File: config.mk
export PLATFORM = sky130hd
export DESIGN_NAME = mem_stage_flat
export DESIGN_NICKNAME = d
export VERILOG_FILES = /design/src/rtl/pipeline_pkg.sv /design/src/rtl/mem_stage_if.sv /design/src/rtl/lsu_align.sv /design/src/rtl/mem_stage.sv /design/src/flat_wrapper.sv
export SDC_FILE = /design/constraint.sdc
export NUM_CORES = 1
export LEC_CHECK = 0
export BUFFER_PORTS_ARGS = -buffer_cell sky130_fd_sc_hd__buf_4
export CAP_MARGIN = 20
export CORE_MARGIN = 4
export CORE_UTILIZATION = 30
export DETAILED_ROUTE_END_ITERATION = 16
export GPL_ROUTABILITY_DRIVEN = 0
export GPL_TIMING_DRIVEN = 0
export PLACE_DENSITY = 0.62
export SLEW_MARGIN = 20
export SYNTH_ARGS = -nofsm -noshare
export SYNTH_HDL_FRONTEND = slang
export SYNTH_HIERARCHICAL = 1
export SYNTH_SLANG_ARGS = --single-unit
File: constraint.sdc
create_clock -name clk -period 9.7 [get_ports clk]
set_input_delay 1.455 -clock clk [delete_from_list [all_inputs] [get_ports clk]]
set_output_delay 1.455 -clock clk [all_outputs]
set_load 0.03 [all_outputs]
File: src/rtl/pipeline_pkg.sv
// Shared pipeline types for the EX/MEM and MEM/WB boundaries.
// Also holds the load/store funct3 codes and the memory-stage FSM states.
package pipeline_pkg;

    localparam int DW = 32;

    localparam logic [2:0] F3_LB  = 3'b000;
    localparam logic [2:0] F3_LH  = 3'b001;
    localparam logic [2:0] F3_LW  = 3'b010;
    localparam logic [2:0] F3_LBU = 3'b100;
    localparam logic [2:0] F3_LHU = 3'b101;
    localparam logic [2:0] F3_SB  = 3'b000;
    localparam logic [2:0] F3_SH  = 3'b001;
    localparam logic [2:0] F3_SW  = 3'b010;

    typedef enum logic [1:0] {
        IDLE,
        WAIT_GNT,
        WAIT_RDATA
    } mem_state_e;

    typedef struct packed {
        logic          valid;
        logic [DW-1:0] ALUResult;
        logic [DW-1:0] WriteData;
        logic [DW-1:0] PCPlus4;
        logic [DW-1:0] ImmExt;
        logic [4:0]    Rd;
        logic          RegWrite;
        logic [1:0]    ResultSrc;
        logic          MemRead;
        logic          MemWrite;
        logic [2:0]    funct3;
    } exmem_t;

    typedef struct packed {
        logic [DW-1:0] ALUResult;
        logic [DW-1:0] load_data;
        logic [DW-1:0] PCPlus4;
        logic [DW-1:0] ImmExt;
        logic [1:0]    ResultSrc;
        logic [4:0]    Rd;
        logic          RegWrite;
    } memwb_t;

    // Halfword needs an even offset, word needs offset zero.
    function automatic logic misaligned(logic [2:0] f3, logic [1:0] off);
        return ((f3[1:0] == 2'b01) && off[0]) ||
               ((f3[1:0] == 2'b10) && (off != 2'b00));
    endfunction

endpackage

File: src/rtl/mem_stage_if.sv
// Data-memory port: req/gnt address phase, rvalid/rdata response phase.
// master = memory stage, slave = data memory.
interface mem_stage_if;
    import pipeline_pkg::*;

    logic          dmem_req;
    logic          dmem_we;
    logic [DW-1:0] dmem_addr;
    logic [3:0]    dmem_be;
    logic [DW-1:0] dmem_wdata;
    logic          dmem_gnt;
    logic          dmem_rvalid;
    logic [DW-1:0] dmem_rdata;

    modport master (
        output dmem_req, dmem_we, dmem_addr, dmem_be, dmem_wdata,
        input  dmem_gnt, dmem_rvalid, dmem_rdata
    );

    modport slave (
        input  dmem_req, dmem_we, dmem_addr, dmem_be, dmem_wdata,
        output dmem_gnt, dmem_rvalid, dmem_rdata
    );

endinterface

File: src/rtl/lsu_align.sv
// Byte-lane steering: store enables/replicated data and load extraction.
// Purely combinational; offset bits beyond the access size are ignored.
module lsu_align
    import pipeline_pkg::*;
(
    input  logic [2:0]    funct3_i,
    input  logic [1:0]    off_i,
    input  logic [DW-1:0] wdata_i,
    input  logic [DW-1:0] rdata_i,
    output logic [3:0]    be_o,
    output logic [DW-1:0] wdata_o,
    output logic [DW-1:0] load_data_o
);

    logic [7:0]  byte_sel;
    logic [15:0] half_sel;

    assign byte_sel = rdata_i[{off_i, 3'b000} +: 8];
    assign half_sel = rdata_i[{off_i[1], 4'b0000} +: 16];

    always_comb begin
        be_o    = 4'b1111;
        wdata_o = wdata_i;
        case (funct3_i[1:0])
            F3_SB[1:0]: begin
                be_o    = 4'b0001 << off_i;
                wdata_o = {4{wdata_i[7:0]}};
            end
            F3_SH[1:0]: begin
                be_o    = off_i[1] ? 4'b1100 : 4'b0011;
                wdata_o = {2{wdata_i[15:0]}};
            end
            default: ;
        endcase
    end

    always_comb begin
        load_data_o = rdata_i;
        case (funct3_i)
            F3_LB:   load_data_o = {{24{byte_sel[7]}}, byte_sel};
            F3_LBU:  load_data_o = {24'b0, byte_sel};
            F3_LH:   load_data_o = {{16{half_sel[15]}}, half_sel};
            F3_LHU:  load_data_o = {16'b0, half_sel};
            default: ;
        endcase
    end

endmodule

File: src/rtl/mem_stage.sv
// Memory stage: drives the data-memory port, stalls upstream, fills MEM/WB.
// Optional DRAGON_MISALIGN_CHECK_EN traps misaligned accesses without a request.
module mem_stage
    import pipeline_pkg::*;
#(
    parameter int XLEN = 32
) (
    input  logic        clk,
    input  logic        reset,
    input  exmem_t      inputs,
    output memwb_t      outputs,
    output logic        StallM,
    mem_stage_if.master dmem
`ifdef DRAGON_MISALIGN_CHECK_EN
    ,
    output logic            misalign_o,
    output logic [XLEN-1:0] misalign_addr
`endif
);

    if (XLEN != 32) begin : g_xlen_chk
        $error("mem_stage: only XLEN=32 is supported");
    end

    mem_state_e    state_q;
    memwb_t        outputs_q;
    memwb_t        outputs_d;
    logic          memop;
    logic          mis;
    logic          access;
    logic          store;
    logic          done;
    logic [3:0]    be;
    logic [DW-1:0] wdata;
    logic [DW-1:0] load_data;

    lsu_align u_align (
        .funct3_i    (inputs.funct3),
        .off_i       (inputs.ALUResult[1:0]),
        .wdata_i     (inputs.WriteData),
        .rdata_i     (dmem.dmem_rdata),
        .be_o        (be),
        .wdata_o     (wdata),
        .load_data_o (load_data)
    );

    assign memop = inputs.valid & (inputs.MemRead | inputs.MemWrite);
    assign store = inputs.MemWrite;

`ifdef DRAGON_MISALIGN_CHECK_EN
    assign mis = memop & misaligned(inputs.funct3, inputs.ALUResult[1:0]);
`else
    assign mis = 1'b0;
`endif

    assign access = memop & ~mis;

    // Address-phase fields come straight from the held EX/MEM bundle.
    assign dmem.dmem_we    = store;
    assign dmem.dmem_addr  = {inputs.ALUResult[DW-1:2], 2'b00};
    assign dmem.dmem_be    = be;
    assign dmem.dmem_wdata = wdata;

    always_comb begin
        dmem.dmem_req = 1'b0;
        done          = 1'b0;
        case (state_q)
            IDLE: begin
                dmem.dmem_req = access;
                done          = access & store & dmem.dmem_gnt;
            end
            WAIT_GNT: begin
                dmem.dmem_req = 1'b1;
                done          = store & dmem.dmem_gnt;
            end
            WAIT_RDATA: done = dmem.dmem_rvalid;
            default: ;
        endcase
    end

    assign StallM = (access | (state_q != IDLE)) & ~done;

    always_comb begin
        outputs_d = '0;
        if (!StallM) begin
            outputs_d.ALUResult = inputs.ALUResult;
            outputs_d.PCPlus4   = inputs.PCPlus4;
            outputs_d.ImmExt    = inputs.ImmExt;
            outputs_d.ResultSrc = inputs.ResultSrc;
            outputs_d.Rd        = inputs.Rd;
            outputs_d.RegWrite  = inputs.RegWrite & ~mis;
            outputs_d.load_data = (access & ~store) ? load_data : '0;
        end
    end

    always_ff @(posedge clk or posedge reset) begin
        if (reset) begin
            state_q   <= IDLE;
            outputs_q <= '0;
        end else begin
            outputs_q <= outputs_d;
            case (state_q)
                IDLE: begin
                    if (access && !(store && dmem.dmem_gnt))
                        state_q <= dmem.dmem_gnt ? WAIT_RDATA : WAIT_GNT;
                end
                WAIT_GNT: begin
                    if (dmem.dmem_gnt)
                        state_q <= store ? IDLE : WAIT_RDATA;
                end
                WAIT_RDATA: begin
                    if (dmem.dmem_rvalid)
                        state_q <= IDLE;
                end
                default: state_q <= IDLE;
            endcase
        end
    end

    assign outputs = outputs_q;

`ifdef DRAGON_MISALIGN_CHECK_EN
    logic            misalign_q;
    logic [XLEN-1:0] misalign_addr_q;

    always_ff @(posedge clk or posedge reset) begin
        if (reset) begin
            misalign_q      <= 1'b0;
            misalign_addr_q <= '0;
        end else begin
            misalign_q      <= mis;
            misalign_addr_q <= mis ? inputs.ALUResult : '0;
        end
    end

    assign misalign_o    = misalign_q;
    assign misalign_addr = misalign_addr_q;
`endif

endmodule
File: src/flat_wrapper.sv
// flat-port wrapper written by rule: the top's interface ports become plain ports
module mem_stage_flat import pipeline_pkg::*;
#(
    parameter int XLEN = 32
)
  (clk, reset, inputs, outputs, StallM, dmem_dmem_req, dmem_dmem_we, dmem_dmem_addr, dmem_dmem_be, dmem_dmem_wdata, dmem_dmem_gnt, dmem_dmem_rvalid, dmem_dmem_rdata);
  mem_stage_if dmem_i ();
  input  logic clk;
  input  logic reset;
  input  exmem_t inputs;
  output memwb_t outputs;
  output logic StallM;
  output wire logic [$bits(dmem_i.dmem_req)-1:0] dmem_dmem_req;
  output wire logic [$bits(dmem_i.dmem_we)-1:0] dmem_dmem_we;
  output wire logic [$bits(dmem_i.dmem_addr)-1:0] dmem_dmem_addr;
  output wire logic [$bits(dmem_i.dmem_be)-1:0] dmem_dmem_be;
  output wire logic [$bits(dmem_i.dmem_wdata)-1:0] dmem_dmem_wdata;
  input wire logic [$bits(dmem_i.dmem_gnt)-1:0] dmem_dmem_gnt;
  input wire logic [$bits(dmem_i.dmem_rvalid)-1:0] dmem_dmem_rvalid;
  input wire logic [$bits(dmem_i.dmem_rdata)-1:0] dmem_dmem_rdata;
  assign dmem_dmem_req = dmem_i.dmem_req;
  assign dmem_dmem_we = dmem_i.dmem_we;
  assign dmem_dmem_addr = dmem_i.dmem_addr;
  assign dmem_dmem_be = dmem_i.dmem_be;
  assign dmem_dmem_wdata = dmem_i.dmem_wdata;
  assign dmem_i.dmem_gnt = dmem_dmem_gnt;
  assign dmem_i.dmem_rvalid = dmem_dmem_rvalid;
  assign dmem_i.dmem_rdata = dmem_dmem_rdata;
  mem_stage #(.XLEN(XLEN)) u_core (.clk(clk), .reset(reset), .inputs(inputs), .outputs(outputs), .StallM(StallM), .dmem(dmem_i));
endmodule
==> results of run 1 <==
## worst max-delay path, cell delays in order
cell	delay (ns)
buf_2	0.17
o21a_1	0.14
or3_1	0.32
buf_2	0.22
buf_6	0.18
and2_1	0.14
buf_4	0.16
## layout by cell type, fill, tap and decap left out, types with 10 or more instances in the layout
cell,count
a21boi_1,20
a21boi_0,84
o21ai_2,10
nand2_1,17
clkbuf_1,25
buf_4,424
a21oi_2,31
buf_2,19
mux2_2,17
nor2b_1,18
dfrtp_1,138
o21ai_0,14
clkbuf_16,17
nand3_1,32
a21oi_1,10
## power by group
group          internal [mW]  total, mW  switching [mW]
logic                  0.208      0.526           0.318
clock network          0.344      0.616           0.273
registers              0.628      0.644          0.0167
total                   1.18       1.79           0.608
## registers in the layout, indices dropped and copies added (netlist names)
name and cells:
u_core/outputs 136, u_core/state_q 2
## logic make-up after synthesis
logic type | share of synthesized area [%]
buffers and inverters | 9.65
flip-flops | 53.4
AND/OR/NAND/NOR | 7.02
multiplexers | 4.58
AO/OA/AOI/OAI | 25.3
other | 0.0579
## through the flow
stage | hold WS [ns] | std cells | utilization (%)
after global routing | 0.680 | 1254 | 48.6
after detailed placement | 0.615 | 1222 | 45.9
after CTS | 0.634 | 1254 | 48.6
after floorplan | 0.557 | 566 | -
after global placement | 0.605 | 1221 | 45.7
final | 0.634 | 1254 | 48.6
## routing by layer
layer / vias up / GRT usage [%] / wire length (µm)
li1: 2736 / - / -
met1: 2771 / 21.5 / 8640
met2: 273 / 37.7 / 13600
met3: 17 / 6.29 / 2050
met4: 0 / 4.92 / 301
met5: - / 0 / 0
## final timing paths
path	start	to	depth (start not counted)
max	inputs[141]	StallM	7
min	u_core/state_q[0]	u_core/state_q[1]	2
max reg2reg	u_core/state_q[1]	u_core/outputs[80]	5
min reg2reg	u_core/state_q[0]	u_core/state_q[1]	2
max in group asynchronous	reset	u_core/outputs[18]	3
min in group asynchronous	reset	u_core/outputs[135]	2
## area by class of cell
cell class | instances | area, µm²
Multi-Input combinational cell | 324 | 2400
Tap cell | 275 | 344
Buffer | 96 | 594
Fill cell | 1984 | 10900
Clock buffer | 18 | 439
Timing Repair Buffer | 381 | 2880
Sequential cell | 138 | 3450
Clock inverter | 14 | 129
Inverter | 8 | 37.5
==> impl_results.md, run 1 <==
* Tcrit/Tclk final at 43.7%
* Largest cells by area after synthesis: dfrtp_1 (53%), a21boi_0 (9.7%), buf_4 (5.1%)
* Syn Inst Count at 565
* Total of max-cap violations at 0
* Post_cts resized at 0
* Initial antenna violation count at 0
* WP data required at 8.25 ns
* Die width at 155 µm
* Predominant post-synthesis flop cell: dfrtp_1
* Design Power at 1.79 mW
* Unique masters post-synth at 41
* R2R setup slack at 7.99 ns
* Synth warnings at 6
* Starting Density at 30.6%
* Initial drt markers at 188
* Final instance area at 10300 µm²
* Clock skew at 0.0111 ns
* Crit path launch type: input port
* Max-slew violation count at 0
* DRC viols at 0
* Number of synthesized flops with an enable pin at 0
* CTS Root Buffer Type: clkbuf_16
* Achievable Freq at 236 MHz
* Largest fanout on the critical path at 10
* I/O Pins at 385
* Nature of the critical path endpoint: output pin
* ANT cells at 0
* Hold_buf cts at 0
* Clock latency at the later pin of the worst-skew pair at 0.42 ns
* Area Overhead vs Synth at 58.8%
* Dpl hpwl at 19800 µm
* Final hold violations at 0
* P per Cell Area at 174 nW/µm²
* Vias at 5797
* Fraction of layout cells with a size suffix above 1 at 55.8%
* Setup violators final at 0
* Mapped cell area at 6470 µm²
* Htree depth at 4
* Worst hold path class: reg -> reg
* First-pass GRT wire length at 36500 µm
* Die height at 155 µm
* Share of Yosys cell area claimed by the top area cell type at 53.4%
* CTS sink cnt at 138
* Post-CTS Setup Bufs at 0
* Grt ovf at 0
* Setup WS pre-CTS at 5.45 ns
* Slew @ Worst Pin at 0.540 ns
* Status: finished, final reports clean
* Avg WL per Cell at 19.6 µm
* Largest net degree at the start of global routing at 71
* Unrepaired setup endpoints after global routing: false
* Final ANT Viol Nets at 0
* Rel. slew slack at 63.8%
* Row count at 53
* Post-DR vias/cell at 4.62
* Fin crit period at 4.24 ns
* Post-synthesis sequential area ratio at 53.4%
* Fraction of registers with async set/reset at 100%
* First-pass DRT Iterations at 4
* CTS clk-pin slew, worst paths at 0.06 ns
* CORE AREA at 21200 µm²
* Worst setup margin at 5.46 ns
* Num CTS Buffers at 17
* Port buffer count at 380
* Data arrival, critical path at 2.78 ns
* CTS tree: yes
* Clock Tree Buf Depth at 2
* TNS Setup at 0 ns
* Synth Register Bits at 138
* Placed Area at 9710 µm²
* Die area at 24000 µm²
* CP Class: in -> out
* Worst VDD drop at 94.9 µV
* Static leakage at 5.13 nW
* Global Route Usage Sum at 20.0%
* Routed WL at 24600 µm
* Final net count at 1144
* Most common cell in the netlist: dfrtp_1
* List of most frequent post-synthesis cells: dfrtp_1 (138), a21boi_0 (84), buf_4 (44)
* Post-synth top area cell: dfrtp_1
* Syn avg cell area at 11.5 µm²
* Vias in the first global route at 6028
(Power assumes the default switching activity.)
==> inputs of run 2 (changes only) <==
--- a/config.mk
+++ b/config.mk
@@ -5,6 +5,7 @@
 export SDC_FILE = /design/constraint.sdc
 export NUM_CORES = 1
 export LEC_CHECK = 0
+export ABC_AREA = 1
 export BUFFER_PORTS_ARGS = -buffer_cell sky130_fd_sc_hd__buf_4
 export CAP_MARGIN = 20
 export CORE_MARGIN = 4
==> constraint.sdc (replaced) <==
create_clock -name clk -period 3.85 [get_ports clk]
set_input_delay 0.5775 -clock clk [delete_from_list [all_inputs] [get_ports clk]]
set_output_delay 0.5775 -clock clk [all_outputs]
set_load 0.03 [all_outputs]
==> impl_results.md, run 2 <==
* Grt ovf at 0 (unchanged)
* Tcrit/Tclk final at 63.0%
* I/O Pins at 385 (unchanged)
* Post-CTS Setup Bufs at 0 (unchanged)
* Rel. slew slack at 62.7% (was 63.8%)
* WHS at 0.156 ns (was 0.634 ns)
* Synth Register Bits at 138 (unchanged)
* Static leakage at 6.19 nW (was 5.13 nW)
* CTS Root Buffer Type: clkbuf_16 (unchanged)
* Status: finished, final reports clean (unchanged)
* Total of max-cap violations at 0 (unchanged)
* Htree depth at 4 (unchanged)
* Dpl hpwl at 20500 µm (was 19800 µm)
* Avg WL per Cell at 16.0 µm (was 19.6 µm)
* Data arrival, critical path at 1.85 ns (was 2.78 ns)
* Reg2reg start: u_core/state_q[0] (was u_core/state_q[1])
* Fraction of registers with async set/reset at 100% (unchanged)
* Clock skew at 0.00959 ns (was 0.0111 ns)
* Commonest non-fill, non-tap cells in the layout: buf_4 (424), nand2_1 (200), dfrtp_1 (138), inv_1 (121), nor2_4 (113) (was buf_4 (424), dfrtp_1 (138), a21boi_0 (84), nand3_1 (32), a21oi_2 (31))
* Mapped cell area at 7330 µm² (was 6470 µm²)
* Layout fillers at 2322 (was 1984)
* Storage cell area at 3450 µm² (unchanged)
* Fraction of layout cells with a size suffix above 1 at 51.0% (was 55.8%)
* Worst setup margin at 1.43 ns (was 5.46 ns)
* Predominant post-synthesis flop cell: dfrtp_1 (unchanged)
* Achievable Freq at 413 MHz
* TNS Setup at 0 ns (unchanged)
* Row count at 56 (was 53)
* Number of synthesized flops with an enable pin at 0 (unchanged)
* R2R setup slack at 2.42 ns (was 7.99 ns)
* Synth warnings at 6 (unchanged)
* Area of the multi-input gates at 2710 µm² (was 2400 µm²)
* Post_cts resized at 0 (unchanged)
* Port buffer count at 381 (was 380)
* Most common cell in the netlist: nand2_1 (was dfrtp_1)
* CP Class: reg -> out (was in -> out)
* Global Route Usage Sum at 17.7% (was 20.0%)
* Commonest non-fill, non-tap cell in the layout: buf_4 (unchanged)
* P per Cell Area at 581 nW/µm² (was 174 nW/µm²)
* First-pass GRT wire length at 36300 µm (was 36500 µm)
* Area Overhead vs Synth at 54.1% (was 58.8%)
* Setup violators final at 0 (unchanged)
* Final net count at 1374 (was 1144)
* CORE AREA at 23800 µm² (was 21200 µm²)
* WP data required at 3.27 ns (was 8.25 ns)
* Share of Yosys cell area claimed by the top area cell type at 47.1% (was 53.4%)
* ANT cells at 0 (unchanged)
* Num CTS Buffers at 17 (unchanged)
* Largest cells by area after synthesis: dfrtp_1 (47%), nor2_4 (17%), nand2_1 (10%) (was dfrtp_1 (53%), a21boi_0 (9.7%), buf_4 (5.1%))
* Largest fanout on the critical path at 10 (unchanged)
* Fin crit period at 2.42 ns
* Slew @ Worst Pin at 0.559 ns (was 0.540 ns)
* Setup WS pre-CTS at 1.54 ns (was 5.45 ns)
* Initial drt markers at 233 (was 188)
* Worst VDD drop at 243 µV (was 94.9 µV)
* Clock Tree Buf Depth at 2 (unchanged)
* Post-synth top area cell: dfrtp_1 (unchanged)
* Design Power at 6.57 mW (was 1.79 mW)
* Final ANT Viol Nets at 0 (unchanged)
* Unique masters post-synth at 28 (was 41)
* Syn avg cell area at 9.28 µm² (was 11.5 µm²)
* Final hold violations at 0 (unchanged)
* Die width at 164 µm (was 155 µm)
* Largest net degree at the start of global routing at 31 (was 71)
* Worst hold path class: in -> async (was reg -> reg)
* Initial antenna violation count at 0 (unchanged)
* CTS tree: yes (unchanged)
* R2r endpoint: u_core/outputs[24] (was u_core/outputs[80])
* CTS sink cnt at 138 (unchanged)
* Max-slew violation count at 0 (unchanged)
* Unrepaired setup endpoints after global routing: false (unchanged)
* Starting Density at 30.9% (was 30.6%)
* Clock latency at the later pin of the worst-skew pair at 0.41 ns (was 0.42 ns)
* Worst reg2reg path depth at 8 (was 5)
* Post-synthesis sequential area ratio at 47.1% (was 53.4%)
* Hold_buf cts at 0 (unchanged)
* Routed WL at 24400 µm (was 24600 µm)
* First-pass DRT Iterations at 4 (unchanged)
* Syn Inst Count at 790 (was 565)
* List of most frequent post-synthesis cells: nand2_1 (200), dfrtp_1 (138), inv_1 (122) (was dfrtp_1 (138), a21boi_0 (84), buf_4 (44))
* CTS clk-pin slew, worst paths at 0.06 ns (about the same)
* Die area at 27000 µm² (was 24000 µm²)
* Nature of the critical path endpoint: output pin (unchanged)
* Post-DR vias/cell at 4.18 (was 4.62)
* Die height at 164 µm (was 155 µm)
* Largest register FFs at 136 (unchanged)
* Vias in the first global route at 6577 (was 6028)
* Vias at 6380 (was 5797)
* DRC viols at 0 (unchanged)
* Crit path launch type: flop (was input port)
[run 2: changes by cell type in the layout (fill, tap and decap cells not counted), moves of 20 or more]
cell	before	now
a21boi_1	20	0
nor2_1	9	50
a21boi_0	84	0
inv_1	7	121
a21oi_2	31	0
nor2_4	0	113
nand2_1	17	200
[run 2: layer usage]
layer | track usage, % | routed length, µm | up-vias
li1 | - | - | 3096
met1 | 18.5 | 8420 | 2980
met2 | 33.5 | 13300 | 286
met3 | 5.97 | 2330 | 18
met4 | 5.22 | 408 | 0
met5 | 0 | 0 | -
[run 2: worst max-delay path by stage]
| stage | slack [ns] | depth (start not counted) | startpoint | endpoint |
|---|---|---|---|---|
| 6_report | 1.43 | 8 | u_core/state_q[0] | StallM |
| 2_1_floorplan | 1.55 | 1 | reset | u_core/outputs[0] |
| 3_5_place_dp | 1.54 | 6 | inputs[110] | dmem_dmem_be[3] |
| 3_3_place_gp | 0.54 | 2 | reset | u_core/outputs[6] |
| 5_1_grt | 1.31 | 8 | u_core/state_q[0] | StallM |
| 4_1_cts | 1.38 | 8 | u_core/state_q[0] | StallM |
[run 2: area by class of cell]
| type | instances | area share (%) |
|---|---|---|
| timing repair buffer | 386 | 26.3 |
| inverter | 129 | 4.34 |
| clock inverter | 14 | 1.37 |
| clock buffer | 18 | 3.80 |
| sequential | 138 | 30.6 |
| buffer | 75 | 6.09 |
| multi-input combinational | 449 | 24.0 |
| tap | 319 | 3.53 |
[run 2: power by group]
| group | internal [mW] | switching, mW |
|---|---|---|
| Sequential | 1.76 | 0.101 |
| Clock | 0.922 | 0.703 |
| Combinational | 1.16 | 1.92 |
[run 2: cells by family after synthesis]
family | count (synthesis) | synth area share [%]
flip-flops | 138 | 47.1
AO/OA/AOI/OAI | 28 | 2.34
other | 1 | 0.0511
AND/OR/NAND/NOR | 419 | 34.5
buffers and inverters | 204 | 16.0
[run 2: through the flow]
| step | instances | utilization (%) | area [µm²] |
|---|---|---|---|
| finish | 1528 | 47.6 | 11300 |
| global route | 1528 | 47.6 | 11300 |
| CTS | 1528 | 47.6 | 11300 |
| detailed placement | 1496 | 45.1 | 10700 |
| global placement | 1491 | 44.6 | 10600 |
| floorplan | 791 | - | 7340 |
[run 2: critical path: stages (launching register included)]
cell     delay (ns)
dfrtp_1        0.44
inv_1          0.10
nand2_1        0.05
nand3_1        0.07
nand2_2        0.07
nor2_4         0.12
buf_12         0.20
buf_12         0.19
buf_4          0.18
